`config.mk`:
```
export PLATFORM = sky130hd
export DESIGN_NAME = level0_shift_lock
export DESIGN_NICKNAME = d
export VERILOG_FILES = /design/src/rtl/level0_shift_lock.sv
export SDC_FILE = /design/constraint.sdc
export NUM_CORES = 1
export LEC_CHECK = 0
export CAP_MARGIN = 20
export CORE_MARGIN = 3
export CORE_UTILIZATION = 50
export DETAILED_ROUTE_END_ITERATION = 12
export PLACE_DENSITY = 0.71
export RECOVER_POWER = 100
export SLEW_MARGIN = 40
export SYNTH_ARGS = -nofsm -noshare
export SYNTH_HDL_FRONTEND = slang
export SYNTH_SLANG_ARGS = --single-unit
export TNS_END_PERCENT = 20
```
`constraint.sdc`:
```
create_clock -name clk -period 1.16 [get_ports clk]
set_input_delay 0.174 -clock clk [delete_from_list [all_inputs] [get_ports clk]]
set_output_delay 0.174 -clock clk [all_outputs]
set_load 0.01 [all_outputs]
```
`src/rtl/level0_shift_lock.sv`:
```
// level0_shift_lock: serial combination lock.
//   Bits on d are clocked into a WIDTH-bit shift register on each rising edge
//   of the slow, asynchronous shift strobe (MSB of the key first). led1 shows a
//   live match of the register against KEY; led2 latches once a match occurs.
// Ports:
//   clk    in   system clock, all state on rising edge
//   rst    in   synchronous active-high reset (priority over a shift edge)
//   shift  in   asynchronous shift strobe, one bit per rising edge
//   d      in   asynchronous serial data, captured with the shift edge
//   led1   out  registered live match
//   led2   out  registered sticky match
// Build option: define LEVEL0_DEBOUNCE_EN to debounce the synchronised shift
//   strobe for DEB_CYCLES clk before its edge is accepted.
module level0_shift_lock #(
   parameter int unsigned     WIDTH       = 16,
   parameter logic [WIDTH-1:0] KEY        = 16'h39C3,
   parameter int unsigned     SYNC_STAGES = 2,
   parameter int unsigned     DEB_CYCLES  = 4
) (
   input  logic clk,
   input  logic rst,
   input  logic shift,
   input  logic d,
   output logic led1,
   output logic led2
);

   localparam int unsigned FW = $clog2(WIDTH + 1);

   logic [SYNC_STAGES-1:0] shift_sync;
   logic [SYNC_STAGES-1:0] d_sync;
   logic                   sync_shift;
   logic                   sync_d;
   logic                   acc_level;
   logic                   acc_level_q;
   logic                   shift_edge;
   logic [WIDTH-1:0]       sr;
   logic [FW-1:0]          fill;
   logic                   match;

   // Equal-depth synchronisers keep d aligned with shift.
   always_ff @(posedge clk) begin
      if (rst) begin
         shift_sync <= '0;
         d_sync     <= '0;
      end else begin
         shift_sync[0] <= shift;
         d_sync[0]     <= d;
         for (int i = 1; i < int'(SYNC_STAGES); i++) begin
            shift_sync[i] <= shift_sync[i-1];
            d_sync[i]     <= d_sync[i-1];
         end
      end
   end

   assign sync_shift = shift_sync[SYNC_STAGES-1];
   assign sync_d     = d_sync[SYNC_STAGES-1];

`ifdef LEVEL0_DEBOUNCE_EN
   localparam int unsigned DW = (DEB_CYCLES > 1) ? $clog2(DEB_CYCLES) : 1;

   logic          deb_level;
   logic [DW-1:0] deb_cnt;

   // Accept a new shift level only after it has differed for DEB_CYCLES clk.
   always_ff @(posedge clk) begin
      if (rst) begin
         deb_level <= 1'b0;
         deb_cnt   <= '0;
      end else if (sync_shift != deb_level) begin
         if (deb_cnt == DW'(DEB_CYCLES - 1)) begin
            deb_level <= sync_shift;
            deb_cnt   <= '0;
         end else begin
            deb_cnt <= deb_cnt + DW'(1);
         end
      end else begin
         deb_cnt <= '0;
      end
   end

   assign acc_level = deb_level;
`else
   assign acc_level = sync_shift;

   // DEB_CYCLES only shapes the debounce build.
   if (DEB_CYCLES == 0) begin : g_deb_unused
   end
`endif

   // Rising-edge detect on the accepted shift level.
   always_ff @(posedge clk) begin
      if (rst) acc_level_q <= 1'b0;
      else     acc_level_q <= acc_level;
   end

   assign shift_edge = acc_level & ~acc_level_q;

   // Shift register and saturating fill count.
   always_ff @(posedge clk) begin
      if (rst) begin
         sr   <= '0;
         fill <= '0;
      end else if (shift_edge) begin
         sr <= {sr[WIDTH-2:0], sync_d};
         if (fill != FW'(WIDTH)) fill <= fill + FW'(1);
      end
   end

   // A match needs a full register so an all-zero KEY cannot match at reset.
   assign match = (fill == FW'(WIDTH)) && (sr == KEY);

   always_ff @(posedge clk) begin
      if (rst) begin
         led1 <= 1'b0;
         led2 <= 1'b0;
      end else begin
         led1 <= match;
         led2 <= led2 | match;
      end
   end

endmodule

```
* Word level (Yosys, flattened, before mapping)
Cells that the tools add are included.
Storage, ports and cells: register bits after elaboration 28, word-level logic and storage cells 16, input bits 4
Cells by class: reduce and logical (&&, ||, !) cells 2, eq/ne operators 3, $add $sub $neg 1, bitwise logic cells 3
Operators by type and width (number):
- == test 16 x 14 -> 1 bit (second input constant) | 1
- adder 5 x 1 -> 5 bit (second input constant) | 1
- == test 5 bit (second input constant) | 1
- != test 5 bit (second input constant) | 1
- AND reduction 2 bit | 1
- AND 1 bit | 1
- logical AND 1 bit | 1
- NOT 1 bit | 1
- OR 1 bit | 1

* Longest topological paths before layout
depth in word-level cells 3, gate-level depth with buffers 5, depth with buffers taken out 5

* Worst setup path before layout
OpenSTA, ideal clock, no wires.
path kind register to register, start point reg fill[0], end point reg fill[2], setup time 0.067 ns, setup slack -0.117 ns, buffers on the path 0, arrival 1.210 ns, cell stages (with the launch flop) 6, period minus slack after synthesis 1.277 ns, cell sequence dfxtp_1 inv_1 ha_1 and4bb_1 or3_1 a21oi_2
Between the ends: cells in the longest elaborated chain, start to end 2, elaborated cells between the ends (all ways) 3, those cells by class add/sub: 1; eq/ne: 1; reduce/logical: 1
RTL lines:
- start, declared | line 38 | logic [FW-1:0] fill;
- start signal, assigned | line 106 | if (fill != FW'(WIDTH)) fill <= fill + FW'(1);
- parallel branches: the longest is 2 deep, another holds adder 5 x 1 -> 5 bit
Parallel ways; which one is timed is not known. A chain may end at the register's enable or synchronous reset.

* Worst setup path in the final report
start point reg fill[1], end point reg fill[2]
Same word-level chain as after synthesis.

==> results.sh <==
export IMPL_ys_seq_area_share_pct=53.1
export IMPL_r2r_slack_ps=-200
export IMPL_syn_inst=123
export IMPL_die_y_um=52.0
export IMPL_globalplace_congestion=0.718
export IMPL_cp_arrival_ps=1620
export IMPL_clk_latency_ps=310
export IMPL_synth_seq_cells=28
export IMPL_max_freq_mhz=738
export IMPL_placed_cells=157
export IMPL_slowest_stage="dfxtp_2"
export IMPL_wl_mm=1.97
export IMPL_dieArea_um2=2700
export IMPL_total_power_mw=1.67
export IMPL_die_w_um=52.0
export IMPL_fp_row_count=15
export IMPL_layout_setup_ws_ps=-196
export IMPL_grt_pass1_vias=747
export IMPL_yosysWarningCount=0
export IMPL_cts_root_buf="clkbuf_4"
export IMPL_crit_chain="inv_1 -> ha_4 -> and4bb_2 -> or3_4 -> a21oi_2"
export IMPL_ant_nets=0
export IMPL_cp_end_kind="register"
export IMPL_port_buffers=5
export IMPL_clk_path_buf_depth=2
export IMPL_numCtsBuffers=3
export IMPL_cp_max_fo=4
export IMPL_drt_iter0_markers=12
export IMPL_htree_levels=1
export IMPL_place_ws_ps=-172
export IMPL_grt_pass1_wl_mm=3.15
export IMPL_num_antenna_cells=0
export IMPL_io_pins=6
export IMPL_power_density_nw_per_um2=1300
export IMPL_fin_crit_ps=1360
export IMPL_peakVddDrop_uv=836
export IMPL_hold_path_class="in -> reg"
export IMPL_worstMarginPinSlew_ps=445
export IMPL_cts_tree="yes"
export IMPL_synthToLayoutAreaGrowth_pct=22.2
export IMPL_routedWlPerCell_um=12.1
export IMPL_slowest_delay_ps=360
export IMPL_dp_hpwl_mm=1.34
export IMPL_failed_checks="setup timing"
export IMPL_track_usage_pct=15.2
export IMPL_period_share_pct=117
export IMPL_cp_start_kind="register"
export IMPL_cts_sinks=28
export IMPL_synth_largest_area_cell="dfxtp_1"
export IMPL_rsz0062_at_grt="true"
export IMPL_grt_max_degree=17
export IMPL_drtPass1Iterations=4
export IMPL_synth_fp_nets=129
export IMPL_fin_skew_ps=1.35
export IMPL_start_util_pct=56.8
export IMPL_synth_cell_types=25
export IMPL_setup_viol=6
export IMPL_vias_per_cell=5.11
export IMPL_p_leak_nw=0.441
export IMPL_final_common_cell="nand2_1"
export IMPL_via_count=833
export IMPL_hold_viol=0
export IMPL_layout_nets=145
export IMPL_synth_top_area_share_pct=53.1
export IMPL_synth_area_leaders="dfxtp_1 (53%), nand2_1 (12%), a21oi_1 (9.5%)"
export IMPL_finalMaxSlewViolations=0
export IMPL_synth_avg_cell_area_um2=8.59
export IMPL_drive_above_1_share_pct=18.8
export IMPL_place_area_um2=1180
export IMPL_critPathRequiredTime_ps=1420
export IMPL_layout_common_cells="nand2_1 (34), dfxtp_1 (26), a21oi_1 (19)"
export IMPL_path_clk_slew_ps=140
export IMPL_slew_headroom_pct=70.3
export IMPL_status="finished, violations left"
export IMPL_layout_cells_non_filler=163
export IMPL_cts_hold_buf=0
export IMPL_core_area_um2=1860
export IMPL_grt_overflow=0
export IMPL_syn_area_um2=1060
export IMPL_holdWs_ps=396
export IMPL_max_cap_viol_count=0
export IMPL_detail_route_drc_violations=0
export IMPL_crit_type="reg -> reg"
export IMPL_design_area_um2=1290
export IMPL_antenna_found_initial=0
-- final cells by class --
class / count / area (µm²)
clock buffers: 3 / 22.5
clock inverters: 1 / 30.0
fillers: 156 / 568
inverters: 3 / 11.3
multi-input cells: 85 / 483
flip-flops and latches: 28 / 563
well taps: 25 / 31.3
repair buffers: 18 / 149
-- final timing paths --
kind                                 from       endpoint  cells past startpoint
worst max-delay path              fill[1]        fill[2]                      5
worst max register to register    fill[1]        fill[2]                      5
worst min register to register  d_sync[1]          sr[0]                      2
worst min-delay path                shift  shift_sync[0]                      2
-- metal layers --
layer	wire, µm	track usage (%)
met4	14	5.24
met1	935	21.0
met3	49	2.58
met2	974	23.6
met5	0	0
-- kinds of logic (layout without fill, tap and decap cells) --
logic type | count (synthesis) | in the layout | synth area share [%]
AOI/OAI and AO/OA | 26 | 26 | 13.0
adders and majority gates | 2 | 2 | 2.37
buffers and inverters | 10 | 25 | 4.62
DFF | 28 | 28 | 53.1
and+or+nand+nor | 57 | 57 | 26.9
-- critical path, delay by kind of cell, from the launching register on --
family | cells | cell delay, ps
AOI/OAI and AO/OA | 1 | 140
adders and majority gates | 1 | 160
buffers and inverters | 1 | 70
DFF | 1 | 360
and+or+nand+nor | 2 | 580
-- cells in the mapped netlist, drive strengths merged --
master and count:
a21oi 21, and4b 1, and4bb 1, buf 6, clkbuf 1, dfxtp 28
ha 2, inv 3, nand2 34, nand2b 1, nand3 3, nand3b 2
nand4 1, nand4b 1, nand4bb 1, nor2 1, nor2b 6, nor3 1
nor4 1, o21ai 4, o32ai 1, or3 3
-- power breakdown --
part	leakage, nW	switching (mW)	total, mW	internal, mW
logic	0.185	0.0420	0.0794	0.0374
registers	0.227	0.00621	0.979	0.972
clock network	0.0279	0.264	0.613	0.349
-- per-stage QoR --
| stage | util [%] | TNS, ps |
|---|---|---|
| 6_report | 69.4 | -607 |
| 5_1_grt | 69.4 | -1680 |
| 4_1_cts | 67.0 | -591 |
| 3_5_place_dp | 63.7 | -524 |
| 3_3_place_gp | 63.7 | -224 |
| 2_1_floorplan | - | -89.1 |
-- registers in the layout, indices dropped and copies added (netlist names) --
register	flops
acc_level_q	1
d_sync	2
led1	1
sr	16
led2	1
fill	5
shift_sync	2
-- timing repair --
action | in CTS | in global routing
setup buffers | 1 | 1
hold endpoints to repair | 0 | 0
setup endpoints to repair | 8 | 12
resized for setup | 4 | 12
pin swaps | 0 | 4
No activity file was read; power rests on OpenSTA's default activity.
